--- config.mk ---
export PLATFORM = sky130hd
export DESIGN_NAME = mips_control_fsm
export DESIGN_NICKNAME = d
export VERILOG_FILES = /design/src/rtl/mips_ctrl_pkg.sv /design/src/rtl/mips_ctrl_decode.sv /design/src/rtl/mips_control_fsm.sv
export SDC_FILE = /design/constraint.sdc
export NUM_CORES = 1
export LEC_CHECK = 0
export BUFFER_PORTS_ARGS = -buffer_cell sky130_fd_sc_hd__clkbuf_2
export CORE_ASPECT_RATIO = 1.2
export CORE_MARGIN = 3
export CORE_UTILIZATION = 55
export DETAILED_ROUTE_END_ITERATION = 10
export GPL_TIMING_DRIVEN = 1
export PLACE_DENSITY = 0.89
export SLEW_MARGIN = 20
export SYNTH_ARGS = -nofsm -noshare
export SYNTH_HDL_FRONTEND = slang
export SYNTH_SLANG_ARGS = --single-unit
--- constraint.sdc ---
create_clock -name CLK -period 2.9 [get_ports CLK]
set_clock_uncertainty 0.05 [all_clocks]
set_input_delay 0.29 -clock CLK [delete_from_list [all_inputs] [get_ports CLK]]
set_output_delay 0.29 -clock CLK [all_outputs]
set_load 0.01 [all_outputs]
--- src/rtl/mips_ctrl_pkg.sv ---
// Shared definitions for the multi-cycle MIPS control unit.
//   - FSM state encoding and decoded instruction classes
//   - opcode / funct constants, ALU operation codes
//   - microcode word field positions, PC mux selects and a packing helper
package mips_ctrl_pkg;

    typedef enum logic [2:0] {
        StFetch,
        StDecode,
        StExec,
        StMem,
        StWb,
        StHalt
    } ctrlState;

    typedef enum logic [3:0] {
        ClsRAlu,
        ClsImm,
        ClsLoad,
        ClsStore,
        ClsBeq,
        ClsBne,
        ClsJump,
        ClsJr,
        ClsHalt,
        ClsIllegal
    } instrClass;

    // Opcodes (instruction[31:26])
    localparam logic [5:0] OpRType = 6'h00;
    localparam logic [5:0] OpJ     = 6'h02;
    localparam logic [5:0] OpBeq   = 6'h04;
    localparam logic [5:0] OpBne   = 6'h05;
    localparam logic [5:0] OpAddi  = 6'h08;
    localparam logic [5:0] OpOri   = 6'h0D;
    localparam logic [5:0] OpLw    = 6'h23;
    localparam logic [5:0] OpSw    = 6'h2B;
    localparam logic [5:0] OpHalt  = 6'h3F;

    // R-type funct codes (instruction[5:0])
    localparam logic [5:0] FnJr  = 6'h08;
    localparam logic [5:0] FnAdd = 6'h20;
    localparam logic [5:0] FnSub = 6'h22;
    localparam logic [5:0] FnAnd = 6'h24;
    localparam logic [5:0] FnOr  = 6'h25;
    localparam logic [5:0] FnSlt = 6'h2A;

    // ALU operation codes
    localparam logic [3:0] AluAdd = 4'd0;
    localparam logic [3:0] AluSub = 4'd1;
    localparam logic [3:0] AluAnd = 4'd2;
    localparam logic [3:0] AluOr  = 4'd3;
    localparam logic [3:0] AluSlt = 4'd4;

    // PC mux selects
    localparam logic [1:0] PcJump   = 2'b00;
    localparam logic [1:0] PcInc    = 2'b01;
    localparam logic [1:0] PcBranch = 2'b10;
    localparam logic [1:0] PcReg    = 2'b11;

    // Microcode field positions
    localparam int unsigned McPcMsb  = 10;
    localparam int unsigned McPcLsb  = 9;
    localparam int unsigned McWbAlu  = 8;
    localparam int unsigned McAluB   = 7;
    localparam int unsigned McDestRd = 6;
    localparam int unsigned McAluMsb = 5;
    localparam int unsigned McAluLsb = 2;
    localparam int unsigned McRegWr  = 1;
    localparam int unsigned McDr     = 0;
    localparam int unsigned McWidth  = 11;

    function automatic logic [McWidth-1:0] mcPack(
        input logic [1:0] pcSel,
        input logic       wbAlu,
        input logic       aluImm,
        input logic       destRd,
        input logic [3:0] aluOp,
        input logic       regWr,
        input logic       dr
    );
        logic [McWidth-1:0] mc;
        mc                    = '0;
        mc[McPcMsb:McPcLsb]   = pcSel;
        mc[McWbAlu]           = wbAlu;
        mc[McAluB]            = aluImm;
        mc[McDestRd]          = destRd;
        mc[McAluMsb:McAluLsb] = aluOp;
        mc[McRegWr]           = regWr;
        mc[McDr]              = dr;
        return mc;
    endfunction

endpackage

--- src/rtl/mips_ctrl_decode.sv ---
// Combinational opcode/funct decoder for the MIPS control unit.
//   iOpcode  : instruction[31:26]
//   iFunct   : instruction[5:0]
//   oClass   : instruction class (instrClass encoding)
//   oAluOp   : ALU operation for the instruction
//   oAluImm  : ALU-B operand is the immediate
//   oDestRd  : destination register is rd (R-type) rather than rt
module mips_ctrl_decode
    import mips_ctrl_pkg::*;
(
    input  logic [5:0] iOpcode,
    input  logic [5:0] iFunct,
    output logic [3:0] oClass,
    output logic [3:0] oAluOp,
    output logic       oAluImm,
    output logic       oDestRd
);

    instrClass cls;

    always_comb begin
        cls     = ClsIllegal;
        oAluOp  = AluAdd;
        oAluImm = 1'b0;
        oDestRd = 1'b0;
        case (iOpcode)
            OpRType: begin
                oDestRd = 1'b1;
                case (iFunct)
                    FnAdd:   begin cls = ClsRAlu; oAluOp = AluAdd; end
                    FnSub:   begin cls = ClsRAlu; oAluOp = AluSub; end
                    FnAnd:   begin cls = ClsRAlu; oAluOp = AluAnd; end
                    FnOr:    begin cls = ClsRAlu; oAluOp = AluOr;  end
                    FnSlt:   begin cls = ClsRAlu; oAluOp = AluSlt; end
                    FnJr:    cls = ClsJr;
                    default: cls = ClsIllegal;
                endcase
            end
            OpAddi:  begin cls = ClsImm;   oAluImm = 1'b1; oAluOp = AluAdd; end
            OpOri:   begin cls = ClsImm;   oAluImm = 1'b1; oAluOp = AluOr;  end
            OpLw:    begin cls = ClsLoad;  oAluImm = 1'b1; oAluOp = AluAdd; end
            OpSw:    begin cls = ClsStore; oAluImm = 1'b1; oAluOp = AluAdd; end
            OpBeq:   cls = ClsBeq;
            OpBne:   cls = ClsBne;
            OpJ:     cls = ClsJump;
            OpHalt:  cls = ClsHalt;
            default: cls = ClsIllegal;
        endcase
    end

    assign oClass = cls;

endmodule

--- src/rtl/mips_control_fsm.sv ---
// Multi-cycle MIPS control FSM (Moore, all outputs registered).
//   CLK, RST      : clock, asynchronous active-low reset
//   iOpcode/iFunct: instruction fields from the datapath IR
//   iEqual        : SR1 == SR2 for branch resolution
//   oMicrocode    : datapath control word (fields in mips_ctrl_pkg)
//   oPC_Write, oIR_Write, oCS, oWE : PC load, IR latch, memory select / write
//   oRetire, oIllegal, oHalted     : completion pulse, illegal pulse, sticky halt
//   oRetireCount  : retired-instruction counter, only when MIPS_CTRL_PERF_CNT_EN
//                   is defined
// MEM_WAIT (1..15) sets how many cycles the MEM state holds oCS.
module mips_control_fsm
    import mips_ctrl_pkg::*;
#(
    parameter int unsigned MEM_WAIT = 1
) (
    input  logic        CLK,
    input  logic        RST,
    input  logic [5:0]  iOpcode,
    input  logic [5:0]  iFunct,
    input  logic        iEqual,
    output logic [10:0] oMicrocode,
    output logic        oPC_Write,
    output logic        oIR_Write,
    output logic        oCS,
    output logic        oWE,
    output logic        oRetire,
    output logic        oIllegal,
    output logic        oHalted
`ifdef MIPS_CTRL_PERF_CNT_EN
    ,
    output logic [31:0] oRetireCount
`endif
);

    ctrlState   stateQ, stateD;
    logic       pendQ;
    logic [3:0] cntQ, cntD;

    logic [3:0] decClsRaw;
    instrClass  decCls;
    logic [3:0] decAluOp;
    logic       decAluImm, decDestRd;

    instrClass  clsQ;
    logic [3:0] aluOpQ;
    logic       aluImmQ, destRdQ;

    instrClass  curCls;
    logic [3:0] curAluOp;
    logic       curAluImm, curDestRd;

    logic [10:0] mcD;
    logic        pcWrD, irWrD, csD, weD, retireD, illegalD, haltedD;

    mips_ctrl_decode uDecode (
        .iOpcode (iOpcode),
        .iFunct  (iFunct),
        .oClass  (decClsRaw),
        .oAluOp  (decAluOp),
        .oAluImm (decAluImm),
        .oDestRd (decDestRd)
    );

    assign decCls = instrClass'(decClsRaw);

    // State register. pendQ marks the cycle between reset release and the
    // first FETCH so that FETCH outputs appear on the first edge.
    always_ff @(posedge CLK or negedge RST) begin
        if (!RST) begin
            stateQ <= StFetch;
            pendQ  <= 1'b1;
            cntQ   <= 4'd0;
        end else begin
            stateQ <= stateD;
            pendQ  <= 1'b0;
            cntQ   <= cntD;
        end
    end

    // Decode results are captured on leaving DECODE and used for later states.
    always_ff @(posedge CLK or negedge RST) begin
        if (!RST) begin
            clsQ    <= ClsIllegal;
            aluOpQ  <= AluAdd;
            aluImmQ <= 1'b0;
            destRdQ <= 1'b0;
        end else if (stateQ == StDecode) begin
            clsQ    <= decCls;
            aluOpQ  <= decAluOp;
            aluImmQ <= decAluImm;
            destRdQ <= decDestRd;
        end
    end

    // Outputs for EXEC are computed while still in DECODE, so use live decode there.
    always_comb begin
        if (stateQ == StDecode) begin
            curCls    = decCls;
            curAluOp  = decAluOp;
            curAluImm = decAluImm;
            curDestRd = decDestRd;
        end else begin
            curCls    = clsQ;
            curAluOp  = aluOpQ;
            curAluImm = aluImmQ;
            curDestRd = destRdQ;
        end
    end

    // Next-state logic
    always_comb begin
        stateD = stateQ;
        cntD   = cntQ;
        if (pendQ) begin
            stateD = StFetch;
        end else begin
            case (stateQ)
                StFetch:  stateD = StDecode;
                StDecode: stateD = (decCls == ClsHalt) ? StHalt : StExec;
                StExec: begin
                    case (clsQ)
                        ClsRAlu, ClsImm: stateD = StWb;
                        ClsLoad, ClsStore: begin
                            stateD = StMem;
                            cntD   = 4'(MEM_WAIT - 1);
                        end
                        default: stateD = StFetch;
                    endcase
                end
                StMem: begin
                    if (cntQ == 4'd0) begin
                        stateD = StWb;
                    end else begin
                        cntD = cntQ - 4'd1;
                    end
                end
                StWb:    stateD = StFetch;
                StHalt:  stateD = StHalt;
                default: stateD = StFetch;
            endcase
        end
    end

    // Output logic: values for the state being entered, registered below.
    always_comb begin
        mcD      = '0;
        pcWrD    = 1'b0;
        irWrD    = 1'b0;
        csD      = 1'b0;
        weD      = 1'b0;
        retireD  = 1'b0;
        illegalD = 1'b0;
        haltedD  = 1'b0;
        case (stateD)
            StFetch: begin
                csD   = 1'b1;
                irWrD = 1'b1;
            end
            StExec: begin
                case (curCls)
                    ClsRAlu, ClsImm: begin
                        mcD = mcPack(PcJump, 1'b1, curAluImm, curDestRd, curAluOp, 1'b0, 1'b0);
                    end
                    ClsLoad, ClsStore: begin
                        mcD = mcPack(PcJump, 1'b0, 1'b1, 1'b0, AluAdd, 1'b0, 1'b0);
                    end
                    ClsBeq, ClsBne: begin
                        // BNE inverts the sense of the equality compare
                        mcD = mcPack((iEqual ^ (curCls == ClsBne)) ? PcBranch : PcInc,
                                     1'b0, 1'b0, 1'b0, 4'd0, 1'b0, 1'b0);
                        pcWrD   = 1'b1;
                        retireD = 1'b1;
                    end
                    ClsJump: begin
                        mcD     = mcPack(PcJump, 1'b0, 1'b0, 1'b0, 4'd0, 1'b0, 1'b0);
                        pcWrD   = 1'b1;
                        retireD = 1'b1;
                    end
                    ClsJr: begin
                        mcD     = mcPack(PcReg, 1'b0, 1'b0, 1'b0, 4'd0, 1'b0, 1'b0);
                        pcWrD   = 1'b1;
                        retireD = 1'b1;
                    end
                    default: begin
                        mcD      = mcPack(PcInc, 1'b0, 1'b0, 1'b0, 4'd0, 1'b0, 1'b0);
                        pcWrD    = 1'b1;
                        retireD  = 1'b1;
                        illegalD = 1'b1;
                    end
                endcase
            end
            StMem: begin
                // Address operands held stable for the whole access
                mcD = mcPack(PcJump, 1'b0, 1'b1, 1'b0, AluAdd, 1'b0, curCls == ClsLoad);
                csD = 1'b1;
                weD = (curCls == ClsStore);
            end
            StWb: begin
                if (curCls == ClsStore) begin
                    mcD = mcPack(PcInc, 1'b0, 1'b0, 1'b0, 4'd0, 1'b0, 1'b0);
                end else begin
                    mcD = mcPack(PcInc, curCls != ClsLoad, curAluImm, curDestRd, curAluOp,
                                 1'b1, 1'b0);
                end
                pcWrD   = 1'b1;
                retireD = 1'b1;
            end
            StHalt:  haltedD = 1'b1;
            default: ;
        endcase
    end

    always_ff @(posedge CLK or negedge RST) begin
        if (!RST) begin
            oMicrocode <= '0;
            oPC_Write  <= 1'b0;
            oIR_Write  <= 1'b0;
            oCS        <= 1'b0;
            oWE        <= 1'b0;
            oRetire    <= 1'b0;
            oIllegal   <= 1'b0;
            oHalted    <= 1'b0;
        end else begin
            oMicrocode <= mcD;
            oPC_Write  <= pcWrD;
            oIR_Write  <= irWrD;
            oCS        <= csD;
            oWE        <= weD;
            oRetire    <= retireD;
            oIllegal   <= illegalD;
            oHalted    <= haltedD;
        end
    end

`ifdef MIPS_CTRL_PERF_CNT_EN
    logic [31:0] retireCntQ;

    always_ff @(posedge CLK or negedge RST) begin
        if (!RST) begin
            retireCntQ <= 32'd0;
        end else if (oRetire) begin
            retireCntQ <= retireCntQ + 32'd1;
        end
    end

    assign oRetireCount = retireCntQ;
`endif

endmodule

# Yosys cells after proc, flatten, opt, wreduce, memory -nomap -nowiden
# Index checks and enable logic that the tools add are counted.
word_totals:
  reg_bits: 35
  in_bits: 15
  wordCells: 102
op_classes:
  addsub: 1
  eq_ne: 36
  n_mux: 30
  bitwise: 2
  n_reduce_logical: 19
ops:
  columns: ["op", "count"]
  rows:
  - ["$pmux W11 S5", 1]
  - ["$eq A6 B6 Y1 const B", 8]
  - ["$pmux W11 S3", 1]
  - ["$pmux W4 S8", 1]
  - ["$pmux W4 S2", 3]
  - ["$eq A6 B4 Y1 const B", 3]
  - ["$eq A4 B2 Y1 const B", 4]
  - ["$eq A4 B3 Y1 const B", 4]
  - ["$mux W4", 4]
  - ["$pmux W3 S5", 1]
  - ["$reduce_or A2 Y1", 7]
  - ["$eq A3 B2 Y1 const B", 4]
  - ["$eq A6 B3 Y1 const B", 2]
  - ["$logic_not A4 Y1", 3]
  - ["$pmux W3 S4", 1]
  - ["$mux W1", 11]
  - ["$eq A3 B3 Y1 const B", 3]
  - ["$mux W3", 3]
  - ["$mux W9", 1]
  - ["$eq A4 B1 Y1 const B", 2]
  - ["$reduce_or A4 Y1", 2]
  - ["$reduce_or A8 Y1", 1]
  - ["$eq A6 B2 Y1 const B", 1]
  - ["$logic_not A3 Y1", 2]
  - ["14 further kinds", 15]

# Longest topological paths before layout
depth:
  depth_word: 11
  mapped_depth: 9
  ltp_nobuf: 8

# Modules after synthesis
# A second synthesis with hierarchy kept.
hier_totals:
  hier_cells: 196
  area_unflattened_um2: 1964.4
modules_own_cells:
  columns: ["module", "instances", "cells_each", "area_per_inst_um2"]
  rows:
  - ["mips_control_fsm", 1, 140, 1574.0]
  - ["mips_ctrl_decode", 1, 56, 390.4]

# Worst setup path before layout
# OpenSTA, ideal clock, no wires.
synth_path:
  path_type: "reg-to-reg"
  startpoint: "reg cntQ[0]"
  endpoint: "reg oMicrocode[2]"
  arrival_time_ns: 1.970
  required_time_ns: 2.766
  path_slack_ns: 0.796
  stages_incl_launch_ff: 9
  path_buffers: 0
  period_less_slack_ns: 2.104
  cell_sequence: "dfrtp_1 > inv_1 > ha_1 > or3b_1 > a32oi_1 > nand2_1 > nor3_1 > o21ai_1 > a21boi_0"
synth_via:
  elab_chain_len: 6
synth_rtl:
  columns: ["item", "line", "source"]
  rows:
  - ["start, declared", "mips_control_fsm.sv:37", "logic [3:0] cntQ, cntD;"]
  - ["start signal, assigned", "mips_control_fsm.sv:76", "cntQ <= cntD;"]
  - ["$logic_not A4 Y1 (*)", "mips_control_fsm.sv:131", "if (cntQ == 4'd0) begin"]
  - ["$mux W3 (*)", "mips_control_fsm.sv:131", null]
  - ["$pmux W3 S5 (*)", "mips_control_fsm.sv:117", "case (stateQ)"]
  - ["$mux W3 (*)", "mips_control_fsm.sv:114", "if (pendQ) begin"]
  - ["$eq A3 B3 Y1 / $eq A3 B2 Y1 (equally long branches)", "mips_control_fsm.sv:154", "case (stateD)"]
  - ["$pmux W11 S3 (*)", "mips_control_fsm.sv:154", null]
  - ["via mcD[2]", "mips_control_fsm.sv:52", "logic [10:0] mcD;"]
  - ["end signal, assigned", "mips_control_fsm.sv:224", "oMicrocode <= mcD;"]
  - ["end, declared", "mips_control_fsm.sv:21", "output logic [10:0] oMicrocode,"]
# Mark *: on every way through the listed nets, which the timed path passes. The rest lies on a longest branch.
# A chain may end at the register's enable or synchronous reset.

# Worst setup path in the final report
layout_path:
  startpoint: "reg stateQ[2]"
  endpoint: "reg cntQ[3]"
layout_via:
  elab_chain_len: 3
layout_rtl:
  columns: ["item", "line", "source"]
  rows:
  - ["start, declared", "mips_control_fsm.sv:35", "ctrlState stateQ, stateD;"]
  - ["start signal, assigned", "mips_control_fsm.sv:70", "stateQ <= StFetch;"]
  - ["start signal, assigned", "mips_control_fsm.sv:74", "stateQ <= stateD;"]
  - ["$eq A3 B2 Y1", "mips_control_fsm.sv:117", null]
  - ["$ne A2 B2 Y1 (no line) / $reduce_bool A2 Y1 (equally long branches)", null, null]
  - ["$reduce_and A4 Y1 (no line)", null, null]
# Parallel ways exist; a longest one is shown, timed or not.

==> impl_metrics.yaml <==
power_and_ir_drop:
  p_sw_share_pct: 27.7
  power.internal_mw: 1.02
  p_sw_mw: 0.390
  power_frac_comb_pct: 21.5
  seqPwrFrac_pct: 41.9
  leakage_nw: 1.05
  clockPowerShare_pct: 36.6
  power.density_nw_per_um2: 627
  total_power_mw: 1.41
  irDropWorstVdd_mv: 0.467
timing:
  setup_viol: 0
  finalMaxSlewViolations: 0
  fin_crit_sh_pct: 82.3
  finalCriticalPeriod_ns: 2.39
  slew_headroom_pct: 44.9
  hold_violations: 0
  worst_slew_pin_slew_ns: 0.827
  rsz0062_at_grt: "no"
  max_freq_mhz: 419
  fin_setup_tns_ns: 0
drt:
  post_drt_wl_per_cell_um: 15.7
  drc: 0
  num_vias: 1665
  routed_wl_mm: 4.24
  drtPass1Iterations: 4
  via_per_inst: 6.14
  drtIter0Drc: 66
  antenna_left: 0
setup_path:
  critPathMaxFanout: 8
  crit_type: "flop to flop"
  required_ns: 3.03
  worst_setup_path_start_kind: "flop"
  reg2reg_depth: 6
  critPathArrivalTime_ns: 2.51
  cp-end-kind: "flop"
clock_network:
  cts_made_buffers: 5
  cts_tree: "yes"
  clk_latency_ns: 0.29
  cts_sinks: 35
  postCtsHoldBufs: 0
  post_cts_resized: 0
  cts_buffer_depth: 2
  postCtsSetupBuffers: 0
  path_clk_slew_ns: 0.07
  htreeDepth: 2
  cts_root_buf: "clkbuf_8"
floorplan:
  dieWidth_um: 60.2
  ios: 33
  dieArea_um2: 4280
  row_count: 23
  start_util_pct: 57.7
  dieHeight_um: 71.1
  core-area_um2: 3370
yosys:
  synth_area_leaders: "dfrtp_1 41%, dfstp_2 4.1%, nor2_1 3.3%"
  yosysUniqueCellTypes: 59
  synth-edff-count: 0
  synth_area_um2: 1940
  yosys_warnings: 0
  synth.largest_area_cell: "dfrtp_1"
  ys_ff_latch: 35
  async_flop_share_pct: 100
  syn-num-nets: 219
  synth_ff_type: "dfrtp_1"
  yosysSeqAreaShare_pct: 45.3
  synth_top_area_share_pct: 41.2
  synth_cells: 202
  postSynthAreaPerCell_um2: 9.61
layout:
  area_growth_pct: 15.5
  fin_area_um2: 2240
  fillers: 295
  nets: 250
  final_cell_mix: "32 x dfrtp_1, 32 x clkbuf_2, 17 x nor2_1"
  seqCellArea_um2: 880
  drive_gt1_share_pct: 23.9
  multi_input_area_um2: 963
  antenna_cells: 0
status:
  status: "completed"
global_route:
  grt_max_degree: 36
  grt_usage_pct: 22.5
  overflow: 0
  grt_pass1_wl_mm: 7.20
  first_global_vias: 1596
  grt_antenna_before_repair: 0
min_path:
  min_path_type: "input pin to asynchronous set/reset pin"
placed_design:
  placed_cell_area_um2: 2110
  globalplace.congestion: 0.859
  numPortBuffers: 32
  place_hpwl_mm: 3.18
job:
  cap_violations: 0
==> state kept, by name (all words and copies together) (netlist names), 3 cells and up <==
register,cells
oMicrocode,11
aluOpQ,4
clsQ,4
cntQ,4
stateQ,3
==> synthesized netlist by cell type, drive strengths merged (2+ instances only) <==
master / n
a21boi: 4
a21oi: 8
and2: 4
buf: 6
clkbuf: 4
dfrtp: 32
dfstp: 3
ha: 2
inv: 12
mux2i: 2
nand2: 10
nand2b: 6
nand3: 4
nand3b: 3
nand4: 4
nor2: 17
nor2b: 3
nor3: 12
nor3b: 4
nor4b: 2
o2111ai: 2
o211ai: 2
o21ai: 10
o21bai: 2
o22a: 2
o31a: 2
o31ai: 3
o32ai: 2
or2: 7
or3b: 2
xor2: 4
==> cell families (layout without fill, tap and decap cells) <==
group	after synthesis	after routing	synth area share [%]
other cells	1	1	0.193
compound gates	50	50	20.0
simple gates	85	85	24.7
fa+ha+maj	2	2	1.29
flops	35	35	45.3
buf+inv	22	54	5.09
mux	3	3	1.61
xor+xnor	4	4	1.80
==> worst paths after layout <==
kind | to | slack [ns] | startpoint
worst max-delay path | cntQ[3] | 0.51 | stateQ[2]
worst min-delay path | cntQ[2] | 0.04 | RST
worst max register to register | cntQ[3] | 0.51 | stateQ[2]
worst min register to register | aluOpQ[3] | 0.44 | aluOpQ[3]
max in group asynchronous | oMicrocode[3] | 2.25 | RST
min in group CLK | aluOpQ[2] | 0.33 | iFunct[1]
==> worst max-delay path, cell delays in order (launching register included) <==
cell	delay, ns
dfrtp_1	0.46
nor4b_1	0.47
a32oi_1	0.24
or2_0	0.37
or4_1	0.47
xor2_1	0.16
nor2_1	0.06
==> area by class of cell <==
class	count	area share [%]
well taps	37	2.06
flip-flops and latches	35	39.2
clock buffers	6	3.24
multi-input cells	145	43.0
repair buffers	34	7.81
inverters	12	2.01
clock inverters	2	2.68
==> power by group through the flow <==
stage | Sequential, mW | Combinational (mW) | Clock, mW
after floorplan | 0.596 | 0.212 | 0
after global placement | 0.595 | 0.292 | 0
after detailed placement | 0.599 | 0.301 | 0
after CTS | 0.590 | 0.304 | 0.526
after global routing | 0.597 | 0.337 | 0.547
final | 0.590 | 0.302 | 0.515
==> routing by layer <==
metal	track usage, %	wire (um)
met4	11.3	123
met1	26.5	1720
met2	36.8	2240
met5	0	0
met3	6.02	158
==> stage by stage <==
step / hold slack [ns] / cells / worst slack [ns] / util (%)
detailed placement: 0.378 / 263 / 0.529 / 62.7
global placement: 0.363 / 263 / 0.612 / 62.7
floorplan: -0.0556 / 202 / 0.796 / -
finish: 0.0376 / 271 / 0.513 / 66.6
global route: 0.0944 / 271 / 0.280 / 66.6
CTS: 0.0625 / 271 / 0.510 / 66.6
(Power assumes the default switching activity.)
